**config.mk**
```make
export PLATFORM = sky130hd
export DESIGN_NAME = ssd_scan_mux
export DESIGN_NICKNAME = d
export VERILOG_FILES = /design/src/rtl/ssd_scan_mux.sv
export SDC_FILE = /design/constraint.sdc
export NUM_CORES = 1
export LEC_CHECK = 0
export ABC_CLOCK_PERIOD_IN_PS = 4700
export CAP_MARGIN = 30
export CORE_MARGIN = 2
export CORE_UTILIZATION = 40
export DETAILED_ROUTE_END_ITERATION = 8
export GPL_ROUTABILITY_DRIVEN = 0
export HOLD_SLACK_MARGIN = 0.02
export SLEW_MARGIN = 15
export SYNTH_ARGS = -nofsm -noshare
export SYNTH_HDL_FRONTEND = slang
export SYNTH_SLANG_ARGS = --single-unit
```
**constraint.sdc**
```tcl
create_clock -name ClkPort -period 4.7 [get_ports ClkPort]
set_input_delay 0.94 -clock ClkPort [delete_from_list [all_inputs] [get_ports ClkPort]]
set_output_delay 0.94 -clock ClkPort [all_outputs]
set_load 0.03 [all_outputs]
```
**src/rtl/ssd_scan_mux.sv**
```systemverilog
`default_nettype none
// ============================================================================
// ssd_scan_mux : frame-synchronous seven-segment scan multiplexer with PWM
// Rev 1.0
// ============================================================================
module ssd_scan_mux #(
  parameter int NUM_DIGITS  = 8,
  parameter int DWELL_LOG2  = 17,
  parameter int DEAD_CYCLES = 64
) (
  input  logic                          ClkPort,
  input  logic                          ResetN,
  input  logic                          load,
  input  logic [4*NUM_DIGITS-1:0]       digits_in,
  input  logic [NUM_DIGITS-1:0]         dp_in,
  input  logic [NUM_DIGITS-1:0]         en_in,
  input  logic                          lz_en,
  input  logic [3:0]                    brightness,
  output logic [NUM_DIGITS-1:0]         An,
  output logic [7:0]                    Cath,
  output logic [$clog2(NUM_DIGITS)-1:0] digit_idx,
  output logic                          frame_start
);

  localparam int                    IDX_W    = $clog2(NUM_DIGITS);
  localparam logic [IDX_W-1:0]      LAST_IDX = IDX_W'(NUM_DIGITS - 1);
  localparam logic [DWELL_LOG2-1:0] DEAD     = DWELL_LOG2'(DEAD_CYCLES);

  logic [DWELL_LOG2-1:0]   prescaler_q, prescaler_d;
  logic [IDX_W-1:0]        idx_q, idx_d;
  logic                    fs_q, fs_d;
  logic [4*NUM_DIGITS-1:0] pend_dig_q, pend_dig_d;
  logic [NUM_DIGITS-1:0]   pend_dp_q, pend_dp_d;
  logic [NUM_DIGITS-1:0]   pend_en_q, pend_en_d;
  logic                    pend_flag_q, pend_flag_d;
  logic [4*NUM_DIGITS-1:0] act_dig_q, act_dig_d;
  logic [NUM_DIGITS-1:0]   act_dp_q, act_dp_d;
  logic [NUM_DIGITS-1:0]   act_en_q, act_en_d;
  logic [NUM_DIGITS-1:0]   an_q, an_d;
  logic [7:0]              cath_q, cath_d;

  logic       dwell_end;
  logic       boundary;
  logic [3:0] cur_nib;
  logic       cur_dp;
  logic       cur_en;
  logic       cur_sup;
  logic       all_zero;
  logic       anode_on;

  // Segment pattern {a,b,c,d,e,f,g}, active-low.
  function automatic logic [6:0] seg7(input logic [3:0] nib);
    logic [6:0] s;
    case (nib)
      4'h0:    s = 7'b0000001;
      4'h1:    s = 7'b1001111;
      4'h2:    s = 7'b0010010;
      4'h3:    s = 7'b0000110;
      4'h4:    s = 7'b1001100;
      4'h5:    s = 7'b0100100;
      4'h6:    s = 7'b0100000;
      4'h7:    s = 7'b0001111;
      4'h8:    s = 7'b0000000;
      4'h9:    s = 7'b0000100;
      4'hA:    s = 7'b0001000;
      4'hB:    s = 7'b1100000;
      4'hC:    s = 7'b0110001;
      4'hD:    s = 7'b1000010;
      4'hE:    s = 7'b0110000;
      default: s = 7'b0111000;
    endcase
    return s;
  endfunction

  assign dwell_end = &prescaler_q;
  assign boundary  = dwell_end && (idx_q == LAST_IDX);

  always_comb begin
    prescaler_d = prescaler_q + DWELL_LOG2'(1);
    idx_d       = idx_q;
    if (dwell_end) begin
      idx_d = (idx_q == LAST_IDX) ? '0 : idx_q + IDX_W'(1);
    end
    fs_d = boundary;

    act_dig_d = act_dig_q;
    act_dp_d  = act_dp_q;
    act_en_d  = act_en_q;
    if (boundary && pend_flag_q) begin
      act_dig_d = pend_dig_q;
      act_dp_d  = pend_dp_q;
      act_en_d  = pend_en_q;
    end

    // A load on the boundary cycle lands in pending and waits for the next frame.
    pend_dig_d  = pend_dig_q;
    pend_dp_d   = pend_dp_q;
    pend_en_d   = pend_en_q;
    pend_flag_d = pend_flag_q;
    if (boundary) begin
      pend_flag_d = 1'b0;
    end
    if (load) begin
      pend_dig_d  = digits_in;
      pend_dp_d   = dp_in;
      pend_en_d   = en_in;
      pend_flag_d = 1'b1;
    end
  end

  // Scan from the top digit down so all_zero covers digit k and everything above it.
  always_comb begin
    cur_nib  = 4'h0;
    cur_dp   = 1'b0;
    cur_en   = 1'b0;
    cur_sup  = 1'b0;
    all_zero = 1'b1;
    for (int k = NUM_DIGITS - 1; k >= 0; k--) begin
      all_zero = all_zero & (act_dig_q[4*k +: 4] == 4'h0);
      if (idx_q == IDX_W'(k)) begin
        cur_nib = act_dig_q[4*k +: 4];
        cur_dp  = act_dp_q[k];
        cur_en  = act_en_q[k];
        cur_sup = lz_en && all_zero && (k != 0);
      end
    end
  end

  always_comb begin
    anode_on = cur_en && (prescaler_q >= DEAD) &&
               (prescaler_q[DWELL_LOG2-1 -: 4] <= brightness);
    an_d     = '1;
    cath_d   = 8'hFF;
    for (int k = 0; k < NUM_DIGITS; k++) begin
      an_d[k] = ~(anode_on && (idx_q == IDX_W'(k)));
    end
    if (anode_on) begin
      cath_d = {(cur_sup ? 7'h7F : seg7(cur_nib)), ~cur_dp};
    end
  end

  always_ff @(posedge ClkPort or negedge ResetN) begin
    if (!ResetN) begin
      prescaler_q <= '0;
      idx_q       <= '0;
      fs_q        <= 1'b0;
      pend_dig_q  <= '0;
      pend_dp_q   <= '0;
      pend_en_q   <= '0;
      pend_flag_q <= 1'b0;
      act_dig_q   <= '0;
      act_dp_q    <= '0;
      act_en_q    <= '0;
      an_q        <= '1;
      cath_q      <= 8'hFF;
    end else begin
      prescaler_q <= prescaler_d;
      idx_q       <= idx_d;
      fs_q        <= fs_d;
      pend_dig_q  <= pend_dig_d;
      pend_dp_q   <= pend_dp_d;
      pend_en_q   <= pend_en_d;
      pend_flag_q <= pend_flag_d;
      act_dig_q   <= act_dig_d;
      act_dp_q    <= act_dp_d;
      act_en_q    <= act_en_d;
      an_q        <= an_d;
      cath_q      <= cath_d;
    end
  end

  assign An          = an_q;
  assign Cath        = cath_q;
  assign digit_idx   = idx_q;
  assign frame_start = fs_q;

endmodule
`default_nettype wire

```
==> results of run 1 <==
kinds of logic (layout without fill, tap and decap cells):
logic type,Yosys count,in the layout,synth area share (%)
adder cells (fa/ha/maj),19,19,3.81
AND/OR/NAND/NOR,105,105,8.70
AO/OA/AOI/OAI,91,91,10.5
flip-flops,134,134,54.0
multiplexers,97,97,17.5
buffers and inverters,44,134,3.41
XOR/XNOR,15,15,2.10
flip-flops by register name, summed over array words and instances, names as in the netlist, 3 cells and up:
register,flops
act_dig_q,32
pend_dp_q,8
act_en_q,8
Cath,8
pend_dig_q,32
digit_idx,3
pend_en_q,8
act_dp_q,8
An,8
prescaler_q,17
placed cells by master, fill, tap and decap left out, types with 16 or more instances in the layout:
cell type          n
clkbuf_16         17
ha_1              19
nand2_1           29
dfrtp_1          118
clkdlybuf4s50_1   73
mux2_2            96
nand3_1           18
inv_1             19
a21oi_1           22
dfstp_2           16
power by group:
part / internal (mW) / switching, mW / total, mW
Combinational: 0.0826 / 0.0473 / 0.130
Clock: 0.966 / 0.487 / 1.45
Sequential: 1.20 / 0.0254 / 1.22
how the worst max path moves through the flow:
stage	startpoint	endpoint	slack, ns
after CTS	digit_idx[1]$_DFFE_PN0P_	Cath[6]$_DFF_PN1_	1.42
after global routing	digit_idx[1]$_DFFE_PN0P_	Cath[6]$_DFF_PN1_	1.16
final	digit_idx[1]$_DFFE_PN0P_	Cath[6]$_DFF_PN1_	1.37
after global placement	digit_idx[1]$_DFFE_PN0P_	Cath[6]$_DFF_PN1_	1.50
after detailed placement	digit_idx[1]$_DFFE_PN0P_	Cath[6]$_DFF_PN1_	1.45
after floorplan	digit_idx[0]$_DFFE_PN0P_	Cath[6]$_DFF_PN1_	1.84
critical path, delay by kind of cell, from the launching register on:
family                   cells  cell delay (ns)
buffers and inverters        3             0.61
AO/OA/AOI/OAI                7             1.33
flip-flops                   1             0.44
adder cells (fa/ha/maj)      2             0.85
area by class of cell:
class                           count  area (um2)  area share [%]
Sequential cell                   134        3370            42.9
Multi-Input combinational cell    327        2660            33.9
Tap cell                          188         235            2.99
Clock buffer                       19         453            5.77
Clock inverter                     13         203            2.58
Inverter                           21        78.8            1.00
Timing Repair Buffer               81         853            10.9
per-layer routing:
metal | vias to the layer above | part of all wire, % | global-route usage, %
li1 | 1983 | - | -
met1 | 2103 | 45 | 22.5
met4 | 0 | 1.9 | 6.39
met2 | 126 | 48 | 27.9
met5 | - | 0 | 0
met3 | 21 | 4.8 | 4.91
==> impl_metrics.env, run 1 <==
export IMPL_crit_path_end_kind="flip-flop"
export IMPL_synthesis_nets=580
export IMPL_fillers=1338
export IMPL_final_util_pct=51.7
export IMPL_hold_violations=0
export IMPL_grt_setup_unrepaired="no"
export IMPL_final_cell_count_no_fill=783
export IMPL_place_area_mm2=0.00717
export IMPL_path_cells="inv_1 > ha_1 > buf_4 > a21oi_1 > a21oi_2 > o22ai_1 > a21oi_2 > inv_1 > ha_1 > o21ai_1 > a21oi_1 > a311o_1"
export IMPL_clock_sinks=134
export IMPL_cts_tree="yes"
export IMPL_cts_hold_buffers=0
export IMPL_syn_area_per_cell_um2=12.4
export IMPL_num_vias=4233
export IMPL_nNetsFinal=657
export IMPL_core_mm2=0.0152
export IMPL_total_power_mw=2.80
export IMPL_die_x_um=129
export IMPL_slowest_delay_ns=0.54
export IMPL_clk_pin_slew_ns=0.06
export IMPL_preCtsSetupSlack_ns=1.45
export IMPL_area_growth_pct=25.8
export IMPL_clk_latency_ns=0.42
export IMPL_max_cap_viol_count=0
export IMPL_timing_final_ws_setup_ns=1.37
export IMPL_n_antenna_cell=0
export IMPL_tightestPinTransition_ns=0.728
export IMPL_root_buffer="clkbuf_16"
export IMPL_htreeDepth=4
export IMPL_slew_violations=0
export IMPL_start_util_pct=41.1
export IMPL_grt_overflow_total=0
export IMPL_worstPathArrival_ns=3.66
export IMPL_synth_top_cells_by_count="118 x dfrtp_1, 96 x mux2_2, 30 x nand2_1"
export IMPL_ys_top_cells_by_area="dfrtp_1 47%, mux2_2 17%, dfstp_2 6.7%"
export IMPL_timing_slew_headroom_pct=51.5
export IMPL_synthesis_area_mm2=0.00624
export IMPL_clockBufferDepth=2
export IMPL_syn_inst=505
export IMPL_grt_max_degree=72
export IMPL_cts_resized=0
export IMPL_grt_use_total_pct=17.4
export IMPL_yosysTopAreaCellShare_pct=47.3
export IMPL_wire_per_inst_um=17.0
export IMPL_synth_seq_area_share_pct=54.0
export IMPL_critPathSlowestCell="ha_1"
export IMPL_fin_area_mm2=0.00786
export IMPL_setup_tns_ns=0
export IMPL_min_period_ns=3.33
export IMPL_antenna_found_initial=0
export IMPL_die_h_um=129
export IMPL_first_global_vias=4266
export IMPL_synth_cell_type_count=63
export IMPL_dr_pass1_iters=5
export IMPL_synth_edff_count=0
export IMPL_yosysMostFrequentCell="dfrtp_1"
export IMPL_fin_hold_ws_ns=0.432
export IMPL_rrSetupSlack_ns=1.37
export IMPL_reg2reg_depth=12
export IMPL_dp_hpwl_um=9510
export IMPL_cellPowerDensity_mw_per_mm2=357
export IMPL_drc_errors=0
export IMPL_drt_iter0_drc=269
export IMPL_fin_skew_ns=0.00728
export IMPL_numCtsBuffers=17
export IMPL_p_leak_nw=3.52
export IMPL_status="finished clean"
export IMPL_start_kind="flip-flop"
export IMPL_worstPathRequired_ns=5.03
export IMPL_num_rows=45
export IMPL_async_reset_ff_share_pct=100
export IMPL_dp_cells=750
export IMPL_ir_drop_v=0.000246
export IMPL_fmax_mhz=300
export IMPL_hold_class="in -> async"
export IMPL_setup_viol=0
export IMPL_r2r_start="digit_idx[1]$_DFFE_PN0P_"
export IMPL_grt_pass1_wl_um=22200
export IMPL_drive_gt1_share_pct=28.1
export IMPL_ant_nets=0
export IMPL_path_max_fanout=18
export IMPL_wl_um=13300
export IMPL_ys_flop_type="dfrtp_1"
export IMPL_ys_ff_latch=134
export IMPL_port_buffers=75
export IMPL_r2r_end="Cath[6]$_DFF_PN1_"
export IMPL_path_class="reg -> reg"
export IMPL_dieArea_mm2=0.0166
export IMPL_yosys_warnings=0
export IMPL_yosys_area_top_type="dfrtp_1"
export IMPL_vias_per_cell=5.41
export IMPL_io_pins=76
export IMPL_fin_crit_sh_pct=70.8
export IMPL_postCtsSetupBuffers=0
Power figures use the tool's default switching activity.
==> run 2: changes to the inputs <==
ABC_CLOCK_PERIOD_IN_PS = 2980   (was 4700)
clock period = 2.98 ns   (was 4.7 ns; I/O delays follow)
==> impl_metrics.env, run 2 (synthesis gave the netlist of run 1 again) <==
export IMPL_grt_max_degree=135
export IMPL_die_x_um=129
export IMPL_die_h_um=129
export IMPL_grt_overflow_total=0
export IMPL_setup_tns_ns=0
export IMPL_swShare_pct=20.3
export IMPL_clock_power_share_pct=49.4
export IMPL_setup_viol=0
export IMPL_hold_violations=0
export IMPL_dieArea_mm2=0.0166
export IMPL_drt_iter0_drc=295
export IMPL_antenna_found_initial=0
export IMPL_path_cells="inv_1 > ha_1 > nor2b_1 > o31a_1 > or3_1 > o221a_2 > ha_1 > o21ai_1 > a21oi_1 > a311o_1"
export IMPL_clockBufferDepth=2
export IMPL_dr_pass1_iters=5
export IMPL_slowest_delay_ns=0.40
export IMPL_num_rows=45
export IMPL_worstPathRequired_ns=3.32
export IMPL_grt_setup_unrepaired="no"
export IMPL_crit_path_end_kind="flip-flop"
export IMPL_r2r_end="Cath[6]$_DFF_PN1_"
export IMPL_slew_violations=0
export IMPL_core_mm2=0.0152
export IMPL_preCtsSetupSlack_ns=0.172
export IMPL_fin_skew_ns=0.00661
export IMPL_first_global_vias=4368
export IMPL_final_cell_mix="118 x dfrtp_1, 96 x mux2_2, 73 x clkdlybuf4s50_1"
export IMPL_vias_per_cell=5.35
export IMPL_hold_class="in -> async"
export IMPL_grt_pass1_wl_um=22000
export IMPL_combPwrFrac_pct=4.7
export IMPL_clock_sinks=134
export IMPL_timing_final_ws_setup_ns=0.186
export IMPL_internal_power_mw=3.34
export IMPL_drive_gt1_share_pct=29.2
export IMPL_wl_um=13100
export IMPL_tightestPinTransition_ns=0.704
export IMPL_wire_per_inst_um=16.5
export IMPL_port_buffers=75
export IMPL_cts_tree="yes"
export IMPL_fin_hold_ws_ns=0.270
export IMPL_rrSetupSlack_ns=0.19
export IMPL_start_kind="flip-flop"
export IMPL_worstPathArrival_ns=3.14
export IMPL_max_cap_viol_count=0
export IMPL_cellPowerDensity_mw_per_mm2=536
export IMPL_grt_use_total_pct=17.1
export IMPL_ir_drop_v=0.000392
export IMPL_timing_slew_headroom_pct=53.1
export IMPL_p_seq_share_pct=45.9
export IMPL_clk_latency_ns=0.42
export IMPL_status="finished clean"
export IMPL_reg2reg_depth=10
export IMPL_clk_pin_slew_ns=0.06
export IMPL_start_util_pct=41.1
export IMPL_dp_hpwl_um=9490
export IMPL_root_buffer="clkbuf_16"
export IMPL_area_growth_pct=25.3
export IMPL_min_period_ns=2.79
export IMPL_n_antenna_cell=0
export IMPL_critPathSlowestCell="dfrtp_1"
export IMPL_num_vias=4244
export IMPL_htreeDepth=4
export IMPL_nNetsFinal=668
export IMPL_ant_nets=0
export IMPL_cp_startpoint="digit_idx[0]$_DFFE_PN0P_"
export IMPL_final_cell_count_no_fill=794
export IMPL_fin_crit_sh_pct=93.8
export IMPL_dp_cells=762
export IMPL_path_max_fanout=8
export IMPL_cts_hold_buffers=0
export IMPL_fmax_mhz=358
export IMPL_r2r_start="digit_idx[0]$_DFFE_PN0P_"
export IMPL_reg_largest_list="act_dig_q x32, pend_dig_q x32, prescaler_q x17"
export IMPL_layout_commonest_cell="dfrtp_1"
export IMPL_drc_errors=0
export IMPL_p_leak_nw=3.53
export IMPL_numCtsBuffers=17
export IMPL_path_class="reg -> reg"
export IMPL_io_pins=76
export IMPL_p_switching_mw=0.850
export IMPL_cpMostUsedCell="ha_1"
run 2: changes by cell type in the layout (fill, tap and decap cells not counted), moves of 2 or more:
cell,delta
clkinvlp_4,-2
bufinv_16,-2
clkinv_2,+2
ha_2,+2
buf_16,-2
buf_4,+14
clkbuf_1,+4
ha_1,-2
run 2: worst max-delay path by stage:
stage | end | slack [ns] | cells past startpoint
after global placement | Cath[6]$_DFF_PN1_ | 0.26 | 10
after floorplan | Cath[6]$_DFF_PN1_ | 0.12 | 11
after detailed placement | Cath[3]$_DFF_PN1_ | 0.17 | 10
after CTS | Cath[3]$_DFF_PN1_ | 0.17 | 10
after global routing | Cath[7]$_DFF_PN1_ | 0.03 | 11
final | Cath[6]$_DFF_PN1_ | 0.19 | 10
run 2: what timing repair did:
action,4_1_cts,5_1_grt
endpoints found under the setup margin,0,5
endpoints found under the hold margin,0,0
gates resized for setup,0,3
setup buffers,0,0
run 2: power by group through the flow:
stage	logic, mW	clock network (mW)	registers [mW]
floorplan	0.0829	0	1.94
global placement	0.197	0	1.96
detailed placement	0.205	0	1.96
CTS	0.206	2.11	1.93
global route	0.222	2.21	1.93
finish	0.199	2.07	1.92
run 2: worst max-delay path: cells and delay by family (launching register included):
family / cells / cell delay [ns]
buffers and inverters: 1 / 0.10
flip-flops: 1 / 0.40
AND/OR/NAND/NOR: 2 / 0.57
adder cells (fa/ha/maj): 2 / 0.57
AO/OA/AOI/OAI: 5 / 1.08
run 2: layer usage:
layer	track usage, %	share of wire (%)	vias up
li1	-	-	1999
met1	22.3	46	2128
met2	27.8	48	101
met3	4.99	4.6	16
met4	5.18	1.0	0
met5	0	0	-
run 2: cell type report:
class | instances | area, um2
clock buffers | 22 | 454
clock inverters | 10 | 129
fillers | 1339 | 7380
inverters | 21 | 78.8
multi-input cells | 327 | 2670
flip-flops and latches | 134 | 3370
well taps | 188 | 235
repair buffers | 92 | 883
run 2: through the flow:
step	area [um2]	util, %	power, mW
finish	7820	51.4	4.19
floorplan	6240	-	2.02
detailed placement	7230	47.6	2.16
global route	7820	51.4	4.37
global placement	7230	47.6	2.15
CTS	7810	51.4	4.25
